`config.mk`:
```
export PLATFORM = sky130hd
export DESIGN_NAME = aes_mixcol_pipe
export DESIGN_NICKNAME = d
export VERILOG_FILES = /design/src/rtl/aes_mixcol_pipe.sv
export SDC_FILE = /design/constraint.sdc
export NUM_CORES = 1
export LEC_CHECK = 0
export CAP_MARGIN = 20
export CORE_MARGIN = 2
export CORE_UTILIZATION = 35
export CTS_CLUSTER_DIAMETER = 40
export DETAILED_ROUTE_END_ITERATION = 6
export PLACE_DENSITY = 0.67
export SYNTH_ARGS = -nofsm -noshare
export SYNTH_HDL_FRONTEND = slang
export SYNTH_SLANG_ARGS = --single-unit
```
`constraint.sdc`:
```
create_clock -name clk -period 3.65 [get_ports clk]
set_input_delay 0.73 -clock clk [delete_from_list [all_inputs] [get_ports clk]]
set_output_delay 0.73 -clock clk [all_outputs]
set_load 0.02 [all_outputs]
```
`src/rtl/aes_mixcol_pipe.sv`:
```
// aes_mixcol_pipe: two-stage pipelined AES MixColumns over LANES 32-bit columns.
// S1 registers the raw column bytes and their xtime products. S2 registers the
// finished column and drives the output handshake.
// Optional build macro AES_INV_MIX_EN adds the in_inv port and InvMixColumns.
// Without the macro, only the forward transform is built.

// Per-column datapath. It produces the xtime products for S1 capture, and the
// final column from the S1 contents.
module aes_mixcol_lane (
  input  logic [31:0] a_i,       // raw column about to enter S1
  output logic [31:0] x2_o,      // xtime of each byte of a_i
  input  logic [31:0] s1_a_i,    // column bytes held in S1
  input  logic [31:0] s1_x2_i,   // xtime products held in S1
`ifdef AES_INV_MIX_EN
  input  logic        s1_inv_i,  // 1 = InvMixColumns for this beat
`endif
  output logic [31:0] b_o
);
  function automatic logic [7:0] xtime(input logic [7:0] x);
    return {x[6:0], 1'b0} ^ (x[7] ? 8'h1B : 8'h00);
  endfunction

  logic [3:0][7:0] ain, x2in, a, x2, fwd;

  assign ain = a_i;
  assign a   = s1_a_i;
  assign x2  = s1_x2_i;

  // Byte j of a column sits at bits [8j+7:8j]. Rotations are resolved at elaboration.
  for (genvar j = 0; j < 4; j++) begin : g_fwd
    assign x2in[j] = xtime(ain[j]);
    // 2a_j ^ 3a_{j+1} ^ a_{j+2} ^ a_{j+3}
    assign fwd[j]  = x2[j] ^ x2[(j+1)%4] ^ a[(j+1)%4] ^ a[(j+2)%4] ^ a[(j+3)%4];
  end

  assign x2_o = x2in;

`ifdef AES_INV_MIX_EN
  logic [3:0][7:0] x4, x8, m9, mb, md, me, inv;

  // Inverse coefficients are built from the chained doublings x2 -> x4 -> x8.
  for (genvar j = 0; j < 4; j++) begin : g_inv
    assign x4[j]  = xtime(x2[j]);
    assign x8[j]  = xtime(x4[j]);
    assign m9[j]  = x8[j] ^ a[j];
    assign mb[j]  = m9[j] ^ x2[j];
    assign md[j]  = m9[j] ^ x4[j];
    assign me[j]  = x8[j] ^ x4[j] ^ x2[j];
    assign inv[j] = me[j] ^ mb[(j+1)%4] ^ md[(j+2)%4] ^ m9[(j+3)%4];
  end

  assign b_o = s1_inv_i ? inv : fwd;
`else
  assign b_o = fwd;
`endif
endmodule

module aes_mixcol_pipe #(
  parameter int LANES = 4,
  parameter int TAG_W = 4
) (
  input  logic                  clk,
  input  logic                  rst,
  input  logic                  in_valid,
  output logic                  in_ready,
  input  logic [32*LANES-1:0]   in_data,
  input  logic [TAG_W-1:0]      in_tag,
`ifdef AES_INV_MIX_EN
  input  logic                  in_inv,
`endif
  output logic                  out_valid,
  input  logic                  out_ready,
  output logic [32*LANES-1:0]   out_data,
  output logic [TAG_W-1:0]      out_tag
);
  typedef struct packed {
    logic [LANES-1:0][31:0] a;
    logic [LANES-1:0][31:0] x2;
    logic [TAG_W-1:0]       tag;
`ifdef AES_INV_MIX_EN
    logic                   inv;
`endif
  } s1_t;

  logic [2:1]             vld_pipe_q, vld_pipe_d;
  s1_t                    s1_q, s1_d;
  logic [LANES-1:0][31:0] x2_in, res, out_data_q, out_data_d;
  logic [TAG_W-1:0]       out_tag_q, out_tag_d;
  logic                   in_fire, out_fire, s2_adv;

  assign out_fire = vld_pipe_q[2] & out_ready;
  assign s2_adv   = vld_pipe_q[1] & (!vld_pipe_q[2] | out_ready);
  assign in_ready = !vld_pipe_q[1] | s2_adv;
  assign in_fire  = in_valid & in_ready;

  for (genvar k = 0; k < LANES; k++) begin : g_lane
    aes_mixcol_lane u_lane (
      .a_i      (in_data[32*k +: 32]),
      .x2_o     (x2_in[k]),
      .s1_a_i   (s1_q.a[k]),
      .s1_x2_i  (s1_q.x2[k]),
`ifdef AES_INV_MIX_EN
      .s1_inv_i (s1_q.inv),
`endif
      .b_o      (res[k])
    );
  end

  // Stage advance: S2 refills from S1 when it is empty or draining. S1 refills when it is empty or advancing.
  always_comb begin
    vld_pipe_d = vld_pipe_q;
    s1_d       = s1_q;
    out_data_d = out_data_q;
    out_tag_d  = out_tag_q;
    if (in_fire) begin
      vld_pipe_d[1] = 1'b1;
      s1_d.a        = in_data;
      s1_d.x2       = x2_in;
      s1_d.tag      = in_tag;
`ifdef AES_INV_MIX_EN
      s1_d.inv      = in_inv;
`endif
    end else if (s2_adv) begin
      vld_pipe_d[1] = 1'b0;
    end
    if (s2_adv) begin
      vld_pipe_d[2] = 1'b1;
      out_data_d    = res;
      out_tag_d     = s1_q.tag;
    end else if (out_fire) begin
      vld_pipe_d[2] = 1'b0;
    end
  end

  // Pipeline registers. Reset drops every in-flight beat and zeroes the output.
  always_ff @(posedge clk) begin
    if (rst) begin
      vld_pipe_q <= '0;
      s1_q       <= '0;
      out_data_q <= '0;
      out_tag_q  <= '0;
    end else begin
      vld_pipe_q <= vld_pipe_d;
      s1_q       <= s1_d;
      out_data_q <= out_data_d;
      out_tag_q  <= out_tag_d;
    end
  end

  assign out_valid = vld_pipe_q[2];
  assign out_data  = out_data_q;
  assign out_tag   = out_tag_q;
endmodule

```
Yosys cells after proc, flatten, opt, wreduce, memory -nomap -nowiden. Index checks and enable logic that the tools add are counted. W data, S select, Z words.

Reduce and logical (&&, ||, !) cells: 4. Mux-type cells: 20. Bitwise logic cells: 85.

Operator list (number): $xor A8 B8 Y8 (80); $mux W5 (16); $mux W1 (4); $reduce_bool A2 Y1 (2); $and A1 B1 Y1 (3); $logic_not A1 Y1 (2); $or A1 B1 Y1 (2).

Register bits after elaboration: 394. Logic and storage cells: 125. Input port bits: 136.

Longest topological paths before layout. Gate-level depths: netlist (run 1).

Word-level depth: 6. Gate-level depth with buffers: 7. Gate-level depth less buffers: 4.

Cells and area by module. Synthesis (run 1) repeated with hierarchy kept, for this count alone.

Cells, all modules: 2159. Area, all modules: 21849.7 um2.

By module, submodules not included: aes_mixcol_pipe (area an instance 16784.8 um2, cells an instance 1739, instances 1, sequential area each 7887.6 um2); aes_mixcol_lane (area an instance 1266.2 um2, cells an instance 105, instances 4, sequential area each 0.0 um2).

Least setup slack after synthesis (run 1). OpenSTA, ideal clock, no wires.

Kind: input port to flip-flop. From: in out_ready. To: reg s1_q[101] in the netlist's numbering. Data arrival time: 1789 ps. Cell stages on the path: 5. Path buffers: 2. Slack: 1775 ps. Path through: nand3b_1 and2_1 buf_2 buf_2 a211oi_1.

Word-level cells in the longest chain between the ends: 4.

Ends and longest elaborated chain: from (decl) (line 72) `input logic out_ready,`; $or A1 B1 Y1 (line 92) `assign s2_adv = vld_pipe_q[1] & (!vld_pipe_q[2] | out_ready);`; $and A1 B1 Y1 (line 92); $or A1 B1 Y1 (line 93) `assign in_ready = !vld_pipe_q[1] | s2_adv;`; $and A1 B1 Y1 (line 94) `assign in_fire = in_valid & in_ready;`; to (signal assigned) (line 139) `s1_q <= '0;`; to (signal assigned) (line 144) `s1_q <= s1_d;`; to (decl) (line 86) `s1_t s1_q, s1_d;`.

No other way between the ends. A chain may end at the register's enable or synchronous reset.

Worst setup path in the final report (run 1).
From: in out_ready. To: out in_ready.

Word-level cells in the longest chain between the ends: 3.

Ends and longest elaborated chain: $or A1 B1 Y1 (line 92); $and A1 B1 Y1 (line 92); $or A1 B1 Y1 (line 93); to (decl) (line 65) `output logic in_ready,`.

No other way between the ends.

==> qor.txt, run 1 <==
Outcome - finished, final reports clean
Synth area leaders - dfxtp_1, xnor3_1, nand2_1
CTS tree - built
Share of post-route cells with drive strength above 1 - 0.06639
Synth top cells by count - nand2_1, dfxtp_1, a21oi_1
Pint - 8.061 mW
EDFF count, synth - 0
P_sw - 3.109 mW
CP most frequent cell - clkdlybuf4s50_1
Reg area - 0.006286 sq mm
RSZ-0062 raised after global routing - no
Max Root-Sink Buffers - 3
Total power - 11.17 mW
Largest net degree at the start of global routing - 122
Row cnt - 76
Mapped Cells - 1674
Primary FF master, synth - dfxtp_1
Crit-path max FO - 4
Top-count cell post-synth - nand2_1
Final count of hold timing violations - 0
Clock Latency Late Sink - 0.58 ns
DRT antenna net count - 0
Final setup TNS - 0 ns
Initial Util - 0.3536
Yosys reg bits - 314
Die footprint - 0.04511 sq mm
Post-route cell area - 0.02020 sq mm
Initial antenna violation count - 2
Least-Margin Pin Slew - 0.6146 ns
Clock Power Share - 0.461
Layout fillers - 4086
# setup viols final - 0
Hold Slack - 0.4478 ns
HPWL after detailed placement - 29580 um
Core area - 0.04298 sq mm
Die width - 212.4 um
IO buf count - 269
Clock sink count - 314
Max_slew headroom - 0.5899
Max stage delay on crit path - 0.70 ns
Slowest CP cell - clkdlybuf4s50_1
Worst EP required - 2.92 ns
Crit. End Element - output pin
Initial DRC Count - 594
IO Pins - 270
Worst-path cell chain - clkdlybuf4s50_1 -> nand3b_1 -> clkdlybuf4s50_1
Post-CTS Setup Inserts - 0
Multi-input gate area - 0.008371 sq mm
Clk_skew - 0.01593 ns
Synth Warn # - 0
Reg power frac - 0.351
Vias - 11938
Clk root buf - clkbuf_16
Fraction of registers with async set/reset - 0
Mean Syn Cell Area - 9.079 sq um
Die H - 212.4 um
Register area share after synthesis - 0.4136
Leak - 7.969 nW
Post-Route WL - 41880 um
Vias per std cell - 4.720
Startpoint types - input pin
Synthesis-to-finish area growth - 32.91%
Switching portion of total power - 0.2783
Logic pwr share - 0.188
Largest area contributor in the netlist - dfxtp_1
Gr ovfl total - 0
First-pass GRT wire length - 64890 um
Top-area cell type share of the netlist area - 0.4136
Placed inst area - 0.01834 sq mm
Maxcap violations - 0
GRT Total Usage - 0.1828
Avg WL per Cell - 16.56 um
Post-CTS sizing - 0
GPL Wtd Cong - 0.8551
WP data arrival - 2.14 ns
Worst VDD drop - 0.0003139 V
F_max - 0.3484 GHz
# DRC - 0
H-Tree Level Count - 2
CTS Buf Count - 53
DRT Pass-1 Iters - 4
Fin. max-slew vios - 0
Hold_buf cts - 0
Crit Path Class - input pin to output pin
Post-synth net total - 1810
Hold WC Path Type - flip-flop to flip-flop
Final #Nets - 2035
Minimum clock period - 2.870 ns
Mapped cell area - 0.01520 sq mm
Count of cell types in the netlist - 21
Number of global-route vias before repair - 11969
PD cells - 553.0 mW/mm^2
Fin crit share - 0.7864
Worst-path clk slew - 0.06 ns
## kinds of logic (layout without fill, tap and decap cells)
logic type | after synthesis | after routing | synth area share
AND/OR/NAND/NOR | 582 | 582 | 0.1446
XOR/XNOR | 344 | 344 | 0.2930
AO/OA/AOI/OAI | 314 | 314 | 0.1118
flip-flops | 314 | 314 | 0.4136
buffers and inverters | 120 | 389 | 0.03696
other | 0 | 1 | 0
## layout by cell type (no fill, tap or decap), types with 4 or more instances in the layout
master,n
nand2_1,527
dfxtp_1,314
clkdlybuf4s50_1,268
a21oi_1,264
xnor2_1,150
xnor3_1,91
xor2_1,87
clkbuf_16,54
nor2_1,48
a211oi_1,48
buf_4,11
xor3_1,9
clkinvlp_4,8
clkinv_4,8
buf_12,8
clkinv_2,7
xor2_2,6
bufinv_16,6
clkbuf_8,5
inv_6,4
## through the flow
stage	util	cells	setup WS [ns]
after floorplan	-	1674	1.775
after global placement	0.4266	2429	0.7885
after detailed placement	0.4266	2429	0.7844
after CTS	0.4699	2528	0.7844
after global routing	0.4699	2528	0.7455
final	0.4700	2529	0.7796
## state kept, by name (all words and copies together) (netlist names)
name / cells
out_data: 128
out_tag: 4
vld_pipe_q: 2
s1_q: 180
## path summary, 6_finish.rpt
check | start | cells past startpoint | end | slack, ns
setup / recovery | out_ready | 3 | in_ready | 0.78
setup reg to reg | vld_pipe_q[1] | 5 | s1_q[101] | 1.78
hold / removal | out_data[41] | 2 | out_data[41] | 0.45
hold reg to reg | out_data[41] | 2 | out_data[41] | 0.45
## layout make-up
| type | count | area share |
|---|---|---|
| antenna | 1 | 0.0001239 |
| timing repair buffer | 288 | 0.1456 |
| sequential | 314 | 0.3112 |
| clock buffer | 62 | 0.07086 |
| inverter | 2 | 0.0003716 |
| multi-input combinational | 1240 | 0.4144 |
| clock inverter | 37 | 0.02131 |
| tap | 585 | 0.03623 |
## routing by layer
layer | track usage | vias up | wire (um)
met3 | 0.04446 | 62 | 2707
met2 | 0.3016 | 303 | 19760
li1 | - | 5918 | -
met5 | 0 | - | 17
met1 | 0.2399 | 5653 | 18600
met4 | 0.04702 | 2 | 798
## worst max-delay path: cells and delay by family
kind          cells  cell delay, ns
buf+inv           2            1.18
simple gates      1            0.22
## power groups by stage
| stage | clock network, mW | registers (mW) | logic (mW) |
|---|---|---|---|
| floorplan | 0 | 4.06 | 1.28 |
| global placement | 0 | 3.98 | 2.09 |
| detailed placement | 0 | 3.99 | 2.11 |
| CTS | 5.25 | 3.92 | 2.12 |
| global route | 5.40 | 3.95 | 2.27 |
| finish | 5.15 | 3.92 | 2.10 |
Power figures use the tool's default switching activity.
==> run 2: changes to the inputs <==
Clock period 3.65 ns to 2.74 ns, I/O delays scaled along.
==> run 2 against run 1 <==
Effect of this change: count of clock-buffer cells in the layout shrank 1; first-iteration DRC count is 8.8% higher; clock power grew 23%; sequential cell count unchanged; power rose by 29%; global-route usage is essentially flat; sequential power up 33%; routed wire length barely moved.
==> qor.txt, run 2 (synthesized netlist as in run 1, its figures left out) <==
Initial Util - 0.3536 (unchanged)
HPWL after detailed placement - 29680 um (+0.33%)
Number of global-route vias before repair - 12020 (+0.43%)
F_max - 0.3957 GHz
Reg power frac - 0.363 (+0.012)
Vias - 12042 (+0.87%)
Busiest grt layer - met2
Largest register by flop count - s1_q
Max FFs per register - 180 (unchanged)
Row cnt - 76 (unchanged)
Worst Setup EP - in_ready
Share of post-route cells with drive strength above 1 - 0.06540 (-0.0009957)
Met3 Resource Use GR - 0.04254 (-0.001920)
PD cells - 713.8 mW/mm^2 (+29%)
Clk_skew - 0.02181 ns (+0.005876 ns)
Worst-path clk slew - 0.06 ns (about the same)
Post-CTS Setup Inserts - 0 (unchanged)
DRT Pass-1 Iters - 5 (+1)
RSZ-0062 raised after global routing - no
Most frequent cells in the layout - nand2_1, dfxtp_1, clkdlybuf4s50_1
Initial antenna violation count - 3 (+1)
Hold Path Cell Cnt - 2 (unchanged)
Clock Power Share - 0.440 (-0.021)
GPL Wtd Cong - 0.8172 (-4.4%)
Most common cell after layout, fill and taps aside - nand2_1
Fin crit share - 0.9222
Crit Path Class - input pin to output pin
Fin. max-slew vios - 0 (unchanged)
Die footprint - 0.04511 sq mm (unchanged)
Post-CTS sizing - 0 (unchanged)
GR Util met1 - 0.2397 (about the same)
# DRC - 0 (unchanged)
CTS tree - built
Worst VDD drop - 0.0005318 V (+69%)
M2 GR Usage - 0.3018 (about the same)
Max Root-Sink Buffers - 3 (unchanged)
Outcome - finished, final reports clean
CTS Buf Count - 51 (-3.8%)
P_sw - 4.049 mW (+30%)
Post-Route WL - 41910 um (about the same)
Crit-path max FO - 4 (unchanged)
DRT antenna net count - 0 (unchanged)
Maxcap violations - 0 (unchanged)
Final setup TNS - 0 ns (unchanged)
Worst EP required - 2.19 ns (-0.73 ns)
Final #Nets - 2037 (+0.098%)
R2R cell count - 5 (unchanged)
Avg WL per Cell - 16.58 um (+0.11%)
Largest net degree at the start of global routing - 119 (-2.5%)
GRT Total Usage - 0.1830 (+0.0002028)
Initial DRC Count - 646 (+8.8%)
Gr ovfl total - 0 (unchanged)
Synthesis-to-finish area growth - 32.31%
Crit. End Element - output pin
Leak - 7.919 nW (-0.63%)
H-Tree Level Count - 2 (unchanged)
Startpoint types - input pin
R2r setup slk - 1.01 ns (-0.77 ns)
WP data arrival - 1.98 ns (-0.16 ns)
Clock Latency Late Sink - 0.58 ns (about the same)
Core area - 0.04298 sq mm (unchanged)
Die H - 212.4 um (unchanged)
Hold_buf cts - 0 (unchanged)
Final count of hold timing violations - 0 (unchanged)
Minimum clock period - 2.527 ns
R2R Path End - s1_q[21]
Hold WC Path Type - flip-flop to flip-flop
Final Non-Filler Cells - 2528 (-0.040%)
IO Pins - 270 (unchanged)
Worst Setup SP - out_ready
Clock sink count - 314 (unchanged)
Placed Instances - 2433 (+0.16%)
Die width - 212.4 um (unchanged)
Vias per std cell - 4.763 (+0.91%)
First-pass GRT wire length - 64830 um (about the same)
Max_slew headroom - 0.5441 (-0.04576)
Pint - 10.31 mW (+28%)
Switching portion of total power - 0.2821 (+0.003734)
Least-Margin Pin Slew - 0.6838 ns (+0.06919 ns)
Clk root buf - clkbuf_16
Worst R2R Start - vld_pipe_q[1]
# setup viols final - 0 (unchanged)
Logic pwr share - 0.197 (+0.009)
IO buf count - 269 (unchanged)
-- run 2: cell types whose count changed in the layout (fill, tap and decap cells not counted), sizes merged --
cell | before | now
clkinvlp | 8 | 9
bufinv | 6 | 3
clkinv | 16 | 12
buf | 20 | 24
inv | 9 | 11
clkbuf | 62 | 61
-- run 2: layer usage --
metal,vias to the layer above,part of all wire
met4,2,0.020
li1,5907,-
met2,306,0.48
met1,5770,0.45
met3,57,0.057
met5,-,0.00031
-- run 2: stage by stage --
stage	hold WS, ns	setup slack, ns	utilization	area [sq um]	power, mW
3_5_place_dp	0.4429	0.2116	0.4282	18400	8.141
4_1_cts	0.4508	0.2141	0.4678	20110	14.53
3_3_place_gp	0.4402	0.2351	0.4282	18400	8.104
2_1_floorplan	0.4321	1.047	-	15200	7.115
5_1_grt	0.4662	0.1376	0.4678	20110	14.95
6_report	0.4472	0.2131	0.4679	20110	14.36
-- run 2: final cells by class --
| cell class | count | area, sq um |
|---|---|---|
| antenna | 1 | 2.502 |
| fill | 4062 | 22870 |
| timing repair buffer | 292 | 3008 |
| clock buffer | 61 | 1374 |
| multi-input combinational | 1240 | 8371 |
| sequential | 314 | 6286 |
| tap | 585 | 732.0 |
| clock inverter | 33 | 329.1 |
| inverter | 2 | 7.507 |
-- run 2: critical path, cell delays in order --
cell	delay [ns]
clkdlybuf4s50_1	0.49
nand3b_1	0.24
clkdlybuf4s50_1	0.70
-- run 2: power by group through the flow --
stage                     Combinational, mW  Clock, mW  Sequential [mW]
after detailed placement               2.83          0             5.31
after global routing                   3.04       6.64             5.26
final                                  2.82       6.32             5.22
after global placement                 2.80          0             5.30
after CTS                              2.85       6.46             5.22
after floorplan                        1.70          0             5.41
-- run 2: how the worst min path moves through the flow --
stage | end | start
floorplan | out_tag[0] | s1_q[0]
global placement | out_data[41] | out_data[41]
detailed placement | out_data[41] | out_data[41]
CTS | out_data[41] | out_data[41]
global route | out_data[8] | out_data[8]
finish | out_data[36] | out_data[36]
==> run 3: changes to the inputs <==
Settings changed: SLEW_MARGIN set to 10.
Clock period 2.74 ns to 2.6 ns, I/O delays scaled along.
==> run 3 against run 2 <==
Effect of this change: die area is the same; first-iteration DRC count grew 1.4%; sequential cell count is the same; non-clock buffer count grew 1; critical endpoint unchanged; via count shrank 0.33%; count of clock-buffer cells in the layout grew 2; sequential share of layout area shrank 0.29 points; clock skew shrank 0.0093 ns; largest power group unchanged; critical path depth is the same.
==> qor.txt, run 3 (synthesized netlist as in run 1, its figures left out) <==
Logic pwr share - 0.190 (-0.007)
# DRC - 0 (unchanged)
Crit-path max FO - 2 (-2)
Least-Margin Pin Slew - 0.5666 ns (-0.1173 ns)
Die width - 212.4 um (unchanged)
H-Tree Level Count - 2 (unchanged)
Largest register by flop count - s1_q
IO Pins - 270 (unchanged)
Worst VDD drop - 0.0004902 V (-7.8%)
Row cnt - 76 (unchanged)
Gr ovfl total - 0 (unchanged)
F_max - 0.4279 GHz
Outcome - finished, final reports clean
R2r setup slk - 0.90 ns (-0.11 ns)
IO buf count - 269 (unchanged)
Crit Path Class - input pin to output pin
Vias - 12002 (-0.33%)
R2R Path End - out_data[113]
Synthesis-to-finish area growth - 33.56%
Clock sink count - 314 (unchanged)
R2R cell count - 4 (-1)
Fin. max-slew vios - 0 (unchanged)
Clk_skew - 0.01254 ns (-0.009266 ns)
Initial Util - 0.3536 (unchanged)
Post-layout util - 0.4723 (+0.004425)
PD cells - 775.0 mW/mm^2 (+8.6%)
DRT Pass-1 Iters - 5 (unchanged)
Layout fillers - 4072 (+0.25%)
Avg WL per Cell - 16.53 um (-0.29%)
Post-CTS sizing - 0 (unchanged)
Max_slew headroom - 0.6196 (+0.07545)
Fin crit share - 0.8988
Max Root-Sink Buffers - 3 (unchanged)
P_sw - 4.343 mW (+7.2%)
Final count of hold timing violations - 0 (unchanged)
First-pass GRT wire length - 65560 um (+1.1%)
Startpoint types - input pin
Vias per std cell - 4.740 (-0.49%)
Minimum clock period - 2.337 ns
HPWL after detailed placement - 29820 um (+0.46%)
Most common cell after layout, fill and taps aside - nand2_1
Hold WC Path Type - input pin to flip-flop
Post-Route WL - 41860 um (-0.13%)
Maxcap violations - 0 (unchanged)
Placed Instances - 2434 (+0.041%)
HP Start - rst
Leak - 8.021 nW (+1.3%)
CTS tree - built
Number of global-route vias before repair - 12195 (+1.5%)
GPL Wtd Cong - 0.8557 (+4.7%)
Largest net degree at the start of global routing - 119 (unchanged)
Crit. End Element - output pin
Clock Latency Late Sink - 0.57 ns (about the same)
WP data arrival - 1.82 ns (-0.16 ns)
Switching portion of total power - 0.2760 (-0.006057)
Multi-input gate area - 0.008371 sq mm (unchanged)
Reg power frac - 0.349 (-0.014)
Hold Path Cell Cnt - 2 (unchanged)
Most frequent cells in the layout - nand2_1, dfxtp_1, clkdlybuf4s50_1
Clk root buf - clkbuf_16
Worst Hold End - s1_q[0]
Post-CTS Setup Inserts - 0 (unchanged)
RSZ-0062 raised after global routing - no
Initial DRC Count - 655 (+1.4%)
GRT Total Usage - 0.1848 (+0.001790)
Pint - 11.39 mW (+11%)
Max FFs per register - 180 (unchanged)
# setup viols final - 0 (unchanged)
Final setup TNS - 0 ns (unchanged)
Die H - 212.4 um (unchanged)
Final Non-Filler Cells - 2532 (+0.16%)
Clock Power Share - 0.461 (+0.021)
Die footprint - 0.04511 sq mm (unchanged)
Hold_buf cts - 0 (unchanged)
Reg area - 0.006286 sq mm (unchanged)
Share of post-route cells with drive strength above 1 - 0.06886 (+0.003463)
Worst-path clk slew - 0.05 ns (about the same)
DRT antenna net count - 0 (unchanged)
Worst EP required - 2.08 ns (-0.11 ns)
CTS Buf Count - 53 (+3.9%)
Initial antenna violation count - 3 (unchanged)
Worst R2R Start - s1_q[229]
Core area - 0.04298 sq mm (unchanged)
Final #Nets - 2040 (+0.15%)
## run 3: power by group through the flow
stage          sequential (mW)  combinational, mW  clock, mW
2_1_floorplan             5.71               1.79          0
3_3_place_gp              5.58               2.97          0
3_5_place_dp              5.60               2.99          0
4_1_cts                   5.50               3.01       7.42
5_1_grt                   5.54               3.22       7.63
6_report                  5.50               2.98       7.25
## run 3: critical path, stage by stage
cell and delay, ns:
clkdlybuf4s50_1 0.49, nand3b_1 0.13, clkdlybuf4s50_1 0.67
## run 3: how the worst max path moves through the flow
stage	to	slack (ns)	startpoint	cells after the start
after floorplan	s1_q[101]	0.94	out_ready	5
after global placement	in_ready	0.24	out_ready	3
after detailed placement	in_ready	0.25	out_ready	3
after CTS	in_ready	0.25	out_ready	3
after global routing	in_ready	0.20	out_ready	3
final	in_ready	0.26	out_ready	3
## run 3: cell type report
cell class | count | area share
Multi-Input combinational cell | 1240 | 0.4124
Sequential cell | 314 | 0.3097
Timing Repair Buffer | 293 | 0.1492
Clock buffer | 63 | 0.07162
Tap cell | 585 | 0.03606
Clock inverter | 34 | 0.02065
Inverter | 2 | 0.0003698
Antenna cell | 1 | 0.0001233
## run 3: per-layer routing
metal	routed length (um)	vias up	track usage
met5	31	-	0
met4	951	4	0.05377
met3	2506	71	0.04712
met2	19950	290	0.3071
met1	18420	5705	0.2369
li1	-	5932	-
## run 3: per-stage QoR
stage / hold slack [ns] / setup WS, ns / power, mW / cell area, sq um
6_report: 0.3535 / 0.2631 / 15.73 / 20300
3_3_place_gp: 0.4402 / 0.2414 / 8.554 / 18420
5_1_grt: 0.3624 / 0.2043 / 16.39 / 20300
2_1_floorplan: 0.4321 / 0.9352 / 7.499 / 15200
4_1_cts: 0.3416 / 0.2517 / 15.93 / 20300
3_5_place_dp: 0.4436 / 0.2518 / 8.582 / 18420
